### src/rtl/x_delay_line_tdc.sv
// x_delay_line_tdc: toggle-launched delay-line TDC with resynchronised tap capture
// and burst sum/min/max statistics on a valid/ready result port.
module x_delay_line_cell (
    input  logic a,
    output logic y
);
    assign y = a;
endmodule

module x_delay_line_tdc #(
    parameter int LENGTH   = 32,
    parameter int SYNC     = 2,
    parameter int AVG_LOG2 = 2,
    localparam int CW      = $clog2(LENGTH + 1)
) (
    input  logic                   i_clk,
    input  logic                   i_rst,
    input  logic                   i_start,
    input  logic                   i_cont,
    input  logic                   i_ready,
    output logic                   o_busy,
    output logic                   o_valid,
    output logic [CW+AVG_LOG2-1:0] o_sum,
    output logic [CW-1:0]          o_min,
    output logic [CW-1:0]          o_max,
    output logic                   o_ovf,
    output logic [LENGTH-1:0]      o_raw
);
    localparam int SUMW = CW + AVG_LOG2;
    localparam int NW   = AVG_LOG2 + 1;
    localparam int TW   = $clog2(SYNC + 1);
    localparam logic [NW-1:0] LAST = NW'((1 << AVG_LOG2) - 1);

    typedef enum logic [2:0] {IDLE, LAUNCH, SETTLE, ENCODE, DONE} state_t;

    state_t              state, state_nxt;
    logic                launch;
    logic [LENGTH-1:0]   dl, sync_in, raw;
    logic [LENGTH-1:0]   sync_q [SYNC];
    logic [TW-1:0]       settle;
    logic [NW-1:0]       samp;
    logic [CW-1:0]       count;
    logic                run, clr;

    assign dl[0] = launch;
    for (genvar g = 0; g < LENGTH - 1; g++) begin : g_cell
        (* keep *) x_delay_line_cell u_cell (.a(dl[g]), .y(dl[g+1]));
    end
    assign sync_in = dl;
    assign raw     = sync_q[SYNC-1];

    always_ff @(posedge i_clk) begin
        if (i_rst) begin
            for (int i = 0; i < SYNC; i++) sync_q[i] <= '0;
        end else begin
            sync_q[0] <= sync_in;
            for (int i = 1; i < SYNC; i++) sync_q[i] <= sync_q[i-1];
        end
    end

    // Run length from tap 0 makes the code independent of launch polarity.
    always_comb begin
        count = '0;
        run   = 1'b1;
        for (int i = 0; i < LENGTH; i++) begin
            run   = run & (raw[i] == raw[0]);
            count = count + CW'(run);
        end
    end

    always_comb begin
        state_nxt = state;
        case (state)
            IDLE:    state_nxt = i_start ? LAUNCH : IDLE;
            LAUNCH:  state_nxt = SETTLE;
            SETTLE:  state_nxt = (settle == '0) ? ENCODE : SETTLE;
            ENCODE:  state_nxt = (samp == LAST) ? DONE : LAUNCH;
            DONE:    state_nxt = i_ready ? (i_cont ? LAUNCH : IDLE) : DONE;
            default: state_nxt = IDLE;
        endcase
    end

    assign clr     = (state == IDLE && i_start) || (state == DONE && i_ready && i_cont);
    assign o_busy  = state != IDLE;
    assign o_valid = state == DONE;

    always_ff @(posedge i_clk) begin
        if (i_rst) begin
            state  <= IDLE;
            launch <= 1'b0;
            settle <= '0;
            samp   <= '0;
            o_sum  <= '0;
            o_min  <= '0;
            o_max  <= '0;
            o_ovf  <= 1'b0;
            o_raw  <= '0;
        end else begin
            state <= state_nxt;
            if (state == LAUNCH) begin
                launch <= ~launch;
                settle <= TW'(SYNC - 1);
            end
            if (state == SETTLE && settle != '0) settle <= settle - TW'(1);
            if (clr) begin
                o_sum <= '0;
                o_min <= '1;
                o_max <= '0;
                o_ovf <= 1'b0;
                samp  <= '0;
            end else if (state == ENCODE) begin
                o_sum <= o_sum + SUMW'(count);
                o_min <= (count < o_min) ? count : o_min;
                o_max <= (count > o_max) ? count : o_max;
                o_ovf <= o_ovf | (count == CW'(LENGTH));
                o_raw <= raw;
                samp  <= samp + NW'(1);
            end
        end
    end
endmodule

### config.mk
export PLATFORM = sky130hd
export DESIGN_NAME = x_delay_line_tdc
export DESIGN_NICKNAME = d
export VERILOG_FILES = /design/src/rtl/x_delay_line_tdc.sv
export SDC_FILE = /design/constraint.sdc
export NUM_CORES = 1
export LEC_CHECK = 0
export ABC_AREA = 1
export CAP_MARGIN = 15
export CORE_MARGIN = 2
export CORE_UTILIZATION = 36
export DETAILED_ROUTE_END_ITERATION = 12
export GPL_ROUTABILITY_DRIVEN = 0
export PLACE_DENSITY = 0.84
export SKIP_LAST_GASP = 1
export SLEW_MARGIN = 20
export SYNTH_ARGS = -nofsm -noshare
export SYNTH_HDL_FRONTEND = slang
export SYNTH_SLANG_ARGS = --single-unit
### constraint.sdc
create_clock -name i_clk -period 1.1 [get_ports i_clk]
set_clock_uncertainty 0.05 [all_clocks]
set_input_delay 0.11 -clock i_clk [delete_from_list [all_inputs] [get_ports i_clk]]
set_output_delay 0.11 -clock i_clk [all_outputs]
set_load 0.02 [all_outputs]
==> impl_metrics.tcl, run 1 <==
set metrics [dict create \
    place_ws_ns -0.214 \
    antenna_found_initial 0 \
    fin_cells 235 \
    reg2reg_to "launch" \
    clock.fmax_ghz 0.822 \
    synth_seq_cells 19 \
    wl_per_cell_um 11.5 \
    async_reset_ff_share_pct 0 \
    dieHeight_um 61.1 \
    period_needed_ns 1.22 \
    critPathCaptureType "flip-flop" \
    rsz0062_at_grt "true" \
    placedInstanceArea_sq_um 1580 \
    hpwl_um 1670 \
    cts_buffers 3 \
    h-tree-depth 1 \
    netlist_area_sq_um 1170 \
    synth_top_area_share_pct 32.4 \
    hp-class "reg -> reg" \
    violations "negative setup slack" \
    syn-instance-count 150 \
    synthTopCellsByArea "dfxtp_1, buf_4, nand2_1, nor2_1, ha_1" \
    synthFlopType "dfxtp_1" \
    finalPower_mw 1.85 \
    min-delay-start "sync_q[0][30]" \
    crit_buf_inv 1 \
    drive_gt1_share_pct 55.5 \
    ys_seq_area_share_pct 32.4 \
    yosys-top-cells-count "buf_4, dfxtp_1, nand2_1, nor2_1, inv_1" \
    cts_buffer_depth 2 \
    crit_path_start_kind "flip-flop" \
    initial_core_util_pct 38.1 \
    cp_data_required_time_ns 1.25 \
    slew_violations 0 \
    final_nets 201 \
    final_area_sq_um 1830 \
    crit_family "flip-flops" \
    insertion_delay_ns 0.30 \
    final_core_util_pct 59.5 \
    powerDensity_nw_per_um2 1010 \
    reg2reg_slack_ns -0.12 \
    drt_wl_total_um 2690 \
    cp.depth 4 \
    num-fill-cells 259 \
    use_met3_pct 2.73 \
    hold_violations 0 \
    min_period_over_period_pct 111 \
    rows 20 \
    worst_hold_slack_ns 0.379 \
    die_w_um 61.1 \
    dpl.cell_count 226 \
    vias 1002 \
    first_pass_iters 4 \
    irDropWorstVdd_mv 0.643 \
    cts_tree "built" \
    setup_slack_ns -0.116 \
    arrival_ns 1.37 \
    cp_slowest_cell "dfxtp_4" \
    synth.distinct_cells 22 \
    grt_pass1_wl_um 3510 \
    grt_usage_pct 12.6 \
    area_growth_pct 56.0 \
    grt_pass1_vias 818 \
    drt-initial-drc-count 18 \
    clock-sinks 19 \
    dieArea_sq_um 3730 \
    crit_start "state[1]" \
    ant_nets 0 \
    grt-ovfl-total 0 \
    outcome "finished with violations" \
    cts_root_buf "clkbuf_4" \
    avgSynthCellArea_sq_um 7.82 \
    rr_startpoint "state[1]" \
    hold_buffers 0 \
    setup-tns-final_ns -2.69 \
    place.port_buffers 49 \
    busiest_layer "met2" \
    crit_fanout 4 \
    setup_viol 45 \
    synth_most_common_cell "buf_4" \
    critPathCapture "launch" \
    clkTransAtPathRegs_ns 0.11 \
    fp.coreArea_sq_um 3080 \
    met1_usage_pct 14.3 \
    synth_top_cell_by_area "dfxtp_1" \
    grt_max_degree 17 \
    io_pins 60 \
    use_met2_pct 22.9 \
    cap_viol_max_count 0 \
    via_per_inst 4.26 \
    drcViolationCount 0 \
    crit_chain "buf_6, nand3b_1, xor2_1, nor2_1" \
    max_stage_delay_ns 0.39 \
    p_leak_nw 0.847 \
    diodes 0 \
    synth_edf_count 0 \
    yosysWarningCount 0 \
    r2r_cells 4 \
    crit_type "reg -> reg" \
]
==> layout by cell type (no fill, tap or decap), drive strengths merged <==
cell type	synthesis	routed
clkdlybuf4s15	0	3
inv	14	14
nor3	1	1
clkdlybuf4s50	0	4
clkbuf	0	6
nand3	7	7
nand3b	3	3
o21ai	3	3
or2	1	1
buf	46	65
nor2	20	20
nand4	2	2
conb	1	10
dfxtp	19	19
nand2	19	19
xor2	3	3
ha	4	4
a21oi	7	7
==> timing repair <==
action | 4_1_cts | 5_1_grt
cloned | 1 | 1
resized for setup | 223 | 57
hold endpoints to repair | 0 | 0
buffers inserted | 0 | 5
pin swaps | 2 | 16
setup endpoints to repair | 60 | 56
==> kinds of logic after synthesis <==
group	Yosys count	synth area share (%)
other	1	0.320
and+or+nand+nor	53	22.8
DFF	19	32.4
adders and majority gates	4	4.26
buffers and inverters	60	33.7
AOI/OAI and AO/OA	10	4.26
xor gates and xnor gates	3	2.24
==> per-layer routing <==
layer / part of all wire, % / vias to the layer above / wire length (um)
met3: 7.0 / 2 / 188
met4: 0.71 / 0 / 19
met5: 0 / - / 0
li1: - / 494 / -
met2: 52 / 39 / 1410
met1: 40 / 467 / 1070
==> cell type report <==
type	instances	area, sq um	share of cell area [%]
Timing Repair Buffer	74	741	40.5
Multi-Input combinational cell	80	556	30.3
Sequential cell	19	398	21.7
Inverter	14	55.1	3.01
Tap cell	44	55.1	3.01
Clock buffer	4	26.3	1.44
==> state kept, by name, summed over array words and instances (netlist names) <==
| register | flops |
|---|---|
| o_min | 2 |
| o_sum | 3 |
| o_raw | 1 |
| state | 3 |
| launch | 1 |
| settle | 2 |
| o_max | 1 |
| sync_q | 2 |
| o_ovf | 1 |
| samp | 3 |
==> report_power, final <==
group          total (mW)  internal [mW]  switching, mW
Clock               0.356          0.141          0.215
Combinational       0.718          0.326          0.392
Sequential          0.780          0.734         0.0459
Total                1.85           1.20          0.653
==> tightest hold or removal path, cell delays in order (launching register included) <==
cell and delay (ns):
dfxtp_1 0.32, inv_1 0.05, nor2_1 0.03
==> how the worst min path moves through the flow <==
stage               slack [ns]       endpoint  depth (start not counted)
finish                    0.38  sync_q[0][62]                          2
global route              0.43  sync_q[0][62]                          2
CTS                       0.36  sync_q[0][62]                          2
detailed placement        0.35  sync_q[0][62]                          2
global placement          0.34  sync_q[0][62]                          2
floorplan                 0.13      settle[1]                          1
Power figures use the tool's default switching activity.
==> run 2: changes to the inputs <==
- GPL_ROUTABILITY_DRIVEN: 0 -> default
- GPL_TIMING_DRIVEN: default -> 1
==> results of run 2 <==
No change in the layout: final DEF, timing and power equal those of run 1.
